--- src/rtl/boa_peri_gpio_irq.sv ---
// GPIO matrix peripheral: atomic OUT ops, per-pin inversion and ext-signal routing,
// synchronised inputs with per-pin edge interrupts (W1C status, level irq).
module boa_peri_gpio_irq #(
  parameter logic [31:0] addr    = 32'h8000_0000,
  parameter int          pins    = 32,
  parameter int          num_ext = 1,
  parameter int          sync    = 2
) (
  input  logic                 clk,
  input  logic                 rst_n,
  input  logic [29:0]          bus_addr,
  input  logic [3:0]           bus_we,
  input  logic [31:0]          bus_wdata,
  output logic [31:0]          bus_rdata,
  output logic                 bus_ready,
  input  logic [num_ext-1:0]   ext,
  input  logic [num_ext-1:0]   ext_oe,
  output logic [pins-1:0]      pin_out,
  output logic [pins-1:0]      pin_oe,
  input  logic [pins-1:0]      pin_in,
  output logic                 irq
);

  logic [pins-1:0] out_r, oe_r, irq_en, irq_rise, irq_fall, irq_stat;
  logic [18:0]     pincfg [pins];
  logic [pins-1:0] sync_q [sync];
  logic [pins-1:0] prev, s, in_inv, stat_set, stat_clr;
  logic [31:0]     wm, rd_nxt;
  logic [pins-1:0] wmp, wdp;
  logic [5:0]      word;
  logic            in_window;

  assign bus_ready = 1'b1;
  assign in_window = (bus_addr[29:6] == addr[31:8]);
  assign word      = bus_addr[5:0];

  // Byte-enable mask; zero outside the window so no register can change there.
  assign wm  = in_window ? {{8{bus_we[3]}}, {8{bus_we[2]}}, {8{bus_we[1]}}, {8{bus_we[0]}}} : 32'h0;
  assign wmp = wm[pins-1:0];
  assign wdp = bus_wdata[pins-1:0] & wmp;

  always_comb begin
    in_inv = '0;
    for (int n = 0; n < pins; n++) in_inv[n] = pincfg[n][18];
  end

  assign s        = sync_q[sync-1] ^ in_inv;
  assign stat_set = (s & ~prev & irq_rise) | (~s & prev & irq_fall);
  assign stat_clr = (word == 6'h09) ? wdp : '0;
  assign irq      = |(irq_stat & irq_en);

  // Per-pin output matrix; an out-of-range sel leaves only the inversion.
  always_comb begin
    pin_out = '0;
    pin_oe  = '0;
    for (int n = 0; n < pins; n++) begin
      if (pincfg[n][16]) begin
        pin_out[n] = pincfg[n][17];
        for (int j = 0; j < num_ext; j++) begin
          if (pincfg[n][15:0] == 16'(j)) begin
            pin_out[n] = ext[j] ^ pincfg[n][17];
            pin_oe[n]  = ext_oe[j];
          end
        end
      end else begin
        pin_out[n] = out_r[n] ^ pincfg[n][17];
        pin_oe[n]  = oe_r[n];
      end
    end
  end

  always_comb begin
    rd_nxt = '0;
    case (word)
      6'h00:   rd_nxt = 32'(out_r);
      6'h01:   rd_nxt = 32'(oe_r);
      6'h02:   rd_nxt = 32'(s);
      6'h06:   rd_nxt = 32'(irq_en);
      6'h07:   rd_nxt = 32'(irq_rise);
      6'h08:   rd_nxt = 32'(irq_fall);
      6'h09:   rd_nxt = 32'(irq_stat);
      default: ;
    endcase
    for (int n = 0; n < pins; n++)
      if (word == 6'(32 + n)) rd_nxt = 32'(pincfg[n]);
  end

  // Hardware edge set is OR'd after the W1C clear so it wins a same-cycle collision.
  always_ff @(posedge clk or negedge rst_n) begin
    if (!rst_n) begin
      out_r     <= '0;
      oe_r      <= '0;
      irq_en    <= '0;
      irq_rise  <= '0;
      irq_fall  <= '0;
      irq_stat  <= '0;
      prev      <= '0;
      bus_rdata <= '0;
      for (int n = 0; n < pins; n++) pincfg[n] <= '0;
      for (int i = 0; i < sync; i++) sync_q[i] <= '0;
    end else begin
      sync_q[0] <= pin_in;
      for (int i = 1; i < sync; i++) sync_q[i] <= sync_q[i-1];
      prev     <= s;
      irq_stat <= (irq_stat & ~stat_clr) | stat_set;
      if (in_window) bus_rdata <= rd_nxt;
      case (word)
        6'h00:   out_r    <= (out_r & ~wmp) | wdp;
        6'h01:   oe_r     <= (oe_r & ~wmp) | wdp;
        6'h03:   out_r    <= out_r | wdp;
        6'h04:   out_r    <= out_r & ~wdp;
        6'h05:   out_r    <= out_r ^ wdp;
        6'h06:   irq_en   <= (irq_en & ~wmp) | wdp;
        6'h07:   irq_rise <= (irq_rise & ~wmp) | wdp;
        6'h08:   irq_fall <= (irq_fall & ~wmp) | wdp;
        default: ;
      endcase
      for (int n = 0; n < pins; n++)
        if (word == 6'(32 + n))
          pincfg[n] <= (pincfg[n] & ~wm[18:0]) | (bus_wdata[18:0] & wm[18:0]);
    end
  end

endmodule

--- config.mk ---
export PLATFORM = sky130hd
export DESIGN_NAME = boa_peri_gpio_irq
export DESIGN_NICKNAME = d
export VERILOG_FILES = /design/src/rtl/boa_peri_gpio_irq.sv
export SDC_FILE = /design/constraint.sdc
export NUM_CORES = 2
export LEC_CHECK = 0
export CAP_MARGIN = 20
export CORE_MARGIN = 5
export CORE_UTILIZATION = 40
export DETAILED_ROUTE_END_ITERATION = 16
export GPL_TIMING_DRIVEN = 0
export PLACE_DENSITY = 0.64
export SLEW_MARGIN = 20
export SYNTH_ARGS = -nofsm -noshare
export SYNTH_HDL_FRONTEND = slang
export SYNTH_SLANG_ARGS = --single-unit
--- constraint.sdc ---
create_clock -name clk -period 2.3 [get_ports clk]
set_clock_uncertainty 0.05 [all_clocks]
set_input_delay 0.46 -clock clk [delete_from_list [all_inputs] [get_ports clk]]
set_output_delay 0.46 -clock clk [all_outputs]
set_load 0.05 [all_outputs]
=== Yosys cells after proc, flatten, opt, wreduce, memory -nomap -nowiden ===
Index checks and enable logic that the tools add are counted.
Widths: inputs -> output; s select.

* Add/subtract/negate cells: 0
* $mul: 0
* Div/mod/pow operators: 0
* Order comparisons: 0
* Equality and inequality tests: 42
* Shifts and indexed selects: 0
* Muxes and demuxes: 164
* Bitwise gates (word level): 158
* Reduce and logical (&&, ||, !) cells: 35

{| class="wikitable"
|+ Operators with widths
! cell !! number
|-
| $mux 32 || 34
|-
| $and 19x19->19 || 33
|-
| $or 19x19->19 || 32
|-
| $logic_not 16->1 || 32
|-
| $and 32x32->32 || 13
|-
| $or 32x32->32 || 8
|-
| $pmux 32 s7 || 1
|-
| $eq 6x6->1 const B || 32
|-
| $not 32->32 || 5
|-
| $mux 1 || 128
|-
| $pmux 32 s4 || 1
|-
| $xor 1x1->1 || 64
|-
| $xor 32x32->32 || 2
|-
| $reduce_or 32->1 || 1
|-
| $eq 24x24->1 const B || 1
|-
| $eq 6x3->1 const B || 4
|-
| $not 19->19 || 1
|-
| $eq 6x2->1 const B || 2
|-
| $eq 6x4->1 const B || 2
|-
| $eq 6x1->1 const B || 1
|-
| $logic_not 6->1 || 1
|-
| $reduce_bool 4->1 || 1
|}

* Register bits: 928
* Bits in latches: 0
* Bits in writable memories: 0
* Memory bits (read-only): 0
* Input port bits: 102
* Output and inout port bits: 98
* Word-level logic and storage cells: 441
* Memories kept: 0

=== Longest topological paths before layout ===
* Depth in word-level cells: 34
* Gate-level depth with buffers: 12
* Gate-level depth less buffers: 9

=== Least setup slack after synthesis ===
Ideal clock, no wire load.

* Path type: register to output
* Start: register with a tool-made name
* End: output port pin_out[30]
* Arrival time: 2.286 ns
* Setup slack: -0.496 ns
* Stages on the path, launching flop included: 5
* Buffers on the path: 0
* Cells stage by stage: dfrtp_1 > or4b_2 > nor4_1 > a21oi_1 > xnor2_1

{| class="wikitable"
|+ RTL lines
! what !! line !! RTL
|-
| end: declaration || 18 || <nowiki>output logic [pins-1:0] pin_out,</nowiki>
|}

==> results.md <==
- Clk buf depth: 3
- Post-Synthesis Net Count: around 4300
- Dpl ws: -3583 ps
- Detailed placement HPWL: roughly 180000 microns
- Total GRT Usage: 39.30%
- Final Hold Vio Count: 0
- CTS clk-pin slew, worst paths: about 60 ps
- RSZ-0062 raised after global routing: yes
- # rows: between 100 and 150
- Routed wire length: between 200000 and 250000 microns
- DRT Pass-1 Iters: 8
- Worst stage delay on the critical path: roughly 520 ps
- # nets final: a little under 5000
- Synth top cells by count: 928 x dfrtp_1, 723 x mux2_2, 307 x nand2_1
- Average wire per standard cell: approximately 39 microns
- Root Driver: clkbuf_16
- Worst path required time: approximately 1800 ps
- Relative slew slack: a little under an eighth
- Yosys reg bits: 928
- Inserted Clock Buffers: 104
- Fin crit share: 141.8%
- Pleak: roughly 28 nW
- Yosys top cell by area: dfrtp_1
- PortBufs: roughly 180
- Max rail drop VDD: around 0.55 mV
- Post-synth cell types: a little over 90
- Initial antenna violation count: 35
- Critical-path cell list: or4b_4 > nor4_4 > buf_6 > a21oi_2 > xnor2_4 > buf_6
- Global route overflow: 0
- Count leader, synth: dfrtp_1
- Failing checks: negative setup slack
- CP Capture Type: output port
- Post-synth EDFFs: 0
- Fraction of registers with async set/reset: 100.0%
- Post-Route Utilization: between 50% and 60%
- Critical path class: flop to output port
- Die span in x: 349.4 microns
- Power Total: approximately 38 mW
- Worst Tran Pin Value: around 1300 ps
- Clk_lat worst skew: ~760 ps
- Post-DR vias/cell: 6.879
- Placeable Area: 114300 sq um
- Mapped Area: around 46000 sq um
- Slew Limit Fails: 0
- Slowest CP cell: or4b_4
- Area post-placement: between 50000 and 60000 sq um
- Cell count after synthesis: around 4100
- Worst hold path class: primary input to flop
- Die Area: between 100000 and 150000 sq um
- Clock Sinks: just over 900
- I/O pin cnt: 200
- Initial Utilization: between 40 and 50%
- Starting DRT DRC Count: about 6800
- Max FO, Critical Path: 2
- DRC viols: 0
- Vias in the first global route: a little over 40000
- Final antenna-violating net count: 0
- Final Instance Area: approximately 63000 sq um
- Highest Clock Rate: 306.6 MHz
- Crit path time final: 3262 ps
- Area delta synth->final: 36.68%
- Die height: about 350 microns
- Filler cells: 9734
- Pin count of the biggest net entering global routing: ~140
- Synth top area cells: dfrtp_1 50%, mux2_2 18%, nand2_1 2.5%, o21ai_0 2.4%, a21oi_1 2.0%
- Seq/Total Area, Yosys: approximately half
- Placer congestion estimate: ~1.1
- CTS tree: built
- Syn Area/Cell: about 11 sq um
- CP startpoint kind: flop
- First-pass GRT wire length: between 300000 and 400000 microns
- Max Cap Viol: 0
- Count of final setup violators: 207
- Status: finished, violations left
- Most used cell, CP: buf_6
- PwrDens: just over 600 nW/um^2
- Share of layout cells above drive strength 1: between 40% and 50%
- Final Hold Slack: between 90 and 100 ps
- Top flip-flop cell by instance count after synthesis: dfrtp_1
- Vias: about 44000
- CP arrival: about 2800 ps
- Ys Warns: 0
- Share of the synthesized area in the top cell type: 50.39%
- Final worst-path setup slack: -962.1 ps
- Clock H-tree levels: 3
through the flow:
step / TNS, ps / instances
2_1_floorplan: -26970 / 4117
3_3_place_gp: - / 5807
3_5_place_dp: -1654380 / 5814
4_1_cts: -158130 / 6221
5_1_grt: -100660 / 6328
6_report: -54730 / 6341
cells in the final DEF (no fill, tap or decap), types with 27 or more instances in the layout:
| cell | count |
|---|---|
| nand3b_1 | 33 |
| clkbuf_8 | 45 |
| buf_12 | 32 |
| nand3_1 | 50 |
| a22oi_1 | 102 |
| dlygate4sd2_1 | 50 |
| o22ai_1 | 52 |
| o221ai_1 | 46 |
| xor2_1 | 27 |
| ha_1 | 30 |
| mux2_2 | 723 |
| nor4_4 | 73 |
| clkbuf_2 | 32 |
| nor2b_1 | 41 |
| buf_4 | 288 |
| a22o_1 | 39 |
| o211ai_1 | 55 |
| nand2_1 | 252 |
| o21ai_0 | 157 |
| xnor2_4 | 30 |
| dfrtp_2 | 94 |
| or4b_4 | 32 |
| clkbuf_1 | 96 |
| clkdlybuf4s50_1 | 52 |
| a21oi_1 | 130 |
| clkbuf_16 | 112 |
| buf_8 | 28 |
| o21ai_2 | 27 |
| nor2_1 | 108 |
| inv_1 | 37 |
| dfrtp_1 | 834 |
| nor2_4 | 92 |
| buf_6 | 144 |
| nor3_1 | 51 |
| mux2i_1 | 54 |
| a21oi_2 | 30 |
| nor2_2 | 47 |
cell families after synthesis:
| family | share of synthesized area (%) |
|---|---|
| AOI/OAI and AO/OA | 14.39 |
| buffers and inverters | 2.848 |
| adders and majority gates | 0.8688 |
| DFF | 50.39 |
| xor gates and xnor gates | 1.216 |
| muxes | 19.00 |
| and+or+nand+nor | 11.27 |
| other | 0.008138 |
final timing paths:
path | from | end | slack (ps) | depth (start not counted)
setup / recovery | flop | pin_out[14] | -960 | 6
hold / removal | pin_in[10] | sync_q[42] | 100 | 1
setup reg to reg | flop | bus_rdata[7] | -430 | 6
hold reg to reg | sync_q[45] | sync_q[13] | 300 | 0
max in group asynchronous | rst_n | asynchronous set/reset pin | -100 | 5
min in group asynchronous | rst_n | sync_q[2] | 160 | 2
worst max-delay path, delay by kind of cell, from the launching register on:
kind,cells,cell delay [ps]
compound gates,1,100
xor+xnor,1,320
buf+inv,2,410
flops,1,480
simple gates,2,680
layer usage:
layer  vias up  track usage, %  share of wire (%)
met5         -          0.1540              0.054
met1     22290           51.87                 37
met4        18           25.49                8.6
met2      3567           54.89                 41
met3      1004           13.49                 13
li1      16740               -                  -
where the power goes:
group          switching (mW)  internal, mW  total (mW)
clock                    7.62          11.0        18.6
combinational            2.32         0.799        3.12
sequential             0.0559          16.4        16.5
layout make-up:
type                       instances  area [sq um]  share of cell area (%)
clock buffer                     146          2990                   4.748
buffer                           264          2176                   3.455
inverter                          37         138.9                  0.2205
clock inverter                    46         765.7                   1.216
multi-input combinational       2875         26560                   42.17
sequential                       928         23340                   37.06
tap                             1512          1892                   3.004
antenna                           13         32.53                 0.05165
timing repair buffer             520          5090                   8.081
what timing repair did:
| action | 4_1_cts | 5_1_grt |
|---|---|---|
| setup buffers | 224 | 106 |
| endpoints found under the setup margin | 1053 | 1073 |
| gates cloned | 0 | 5 |
| hold buffers | 1 | 1 |
| endpoints found under the hold margin | 137 | 137 |
| gates resized for setup | 1348 | 358 |
| pin swaps | 199 | 175 |
(Power assumes the default switching activity.)
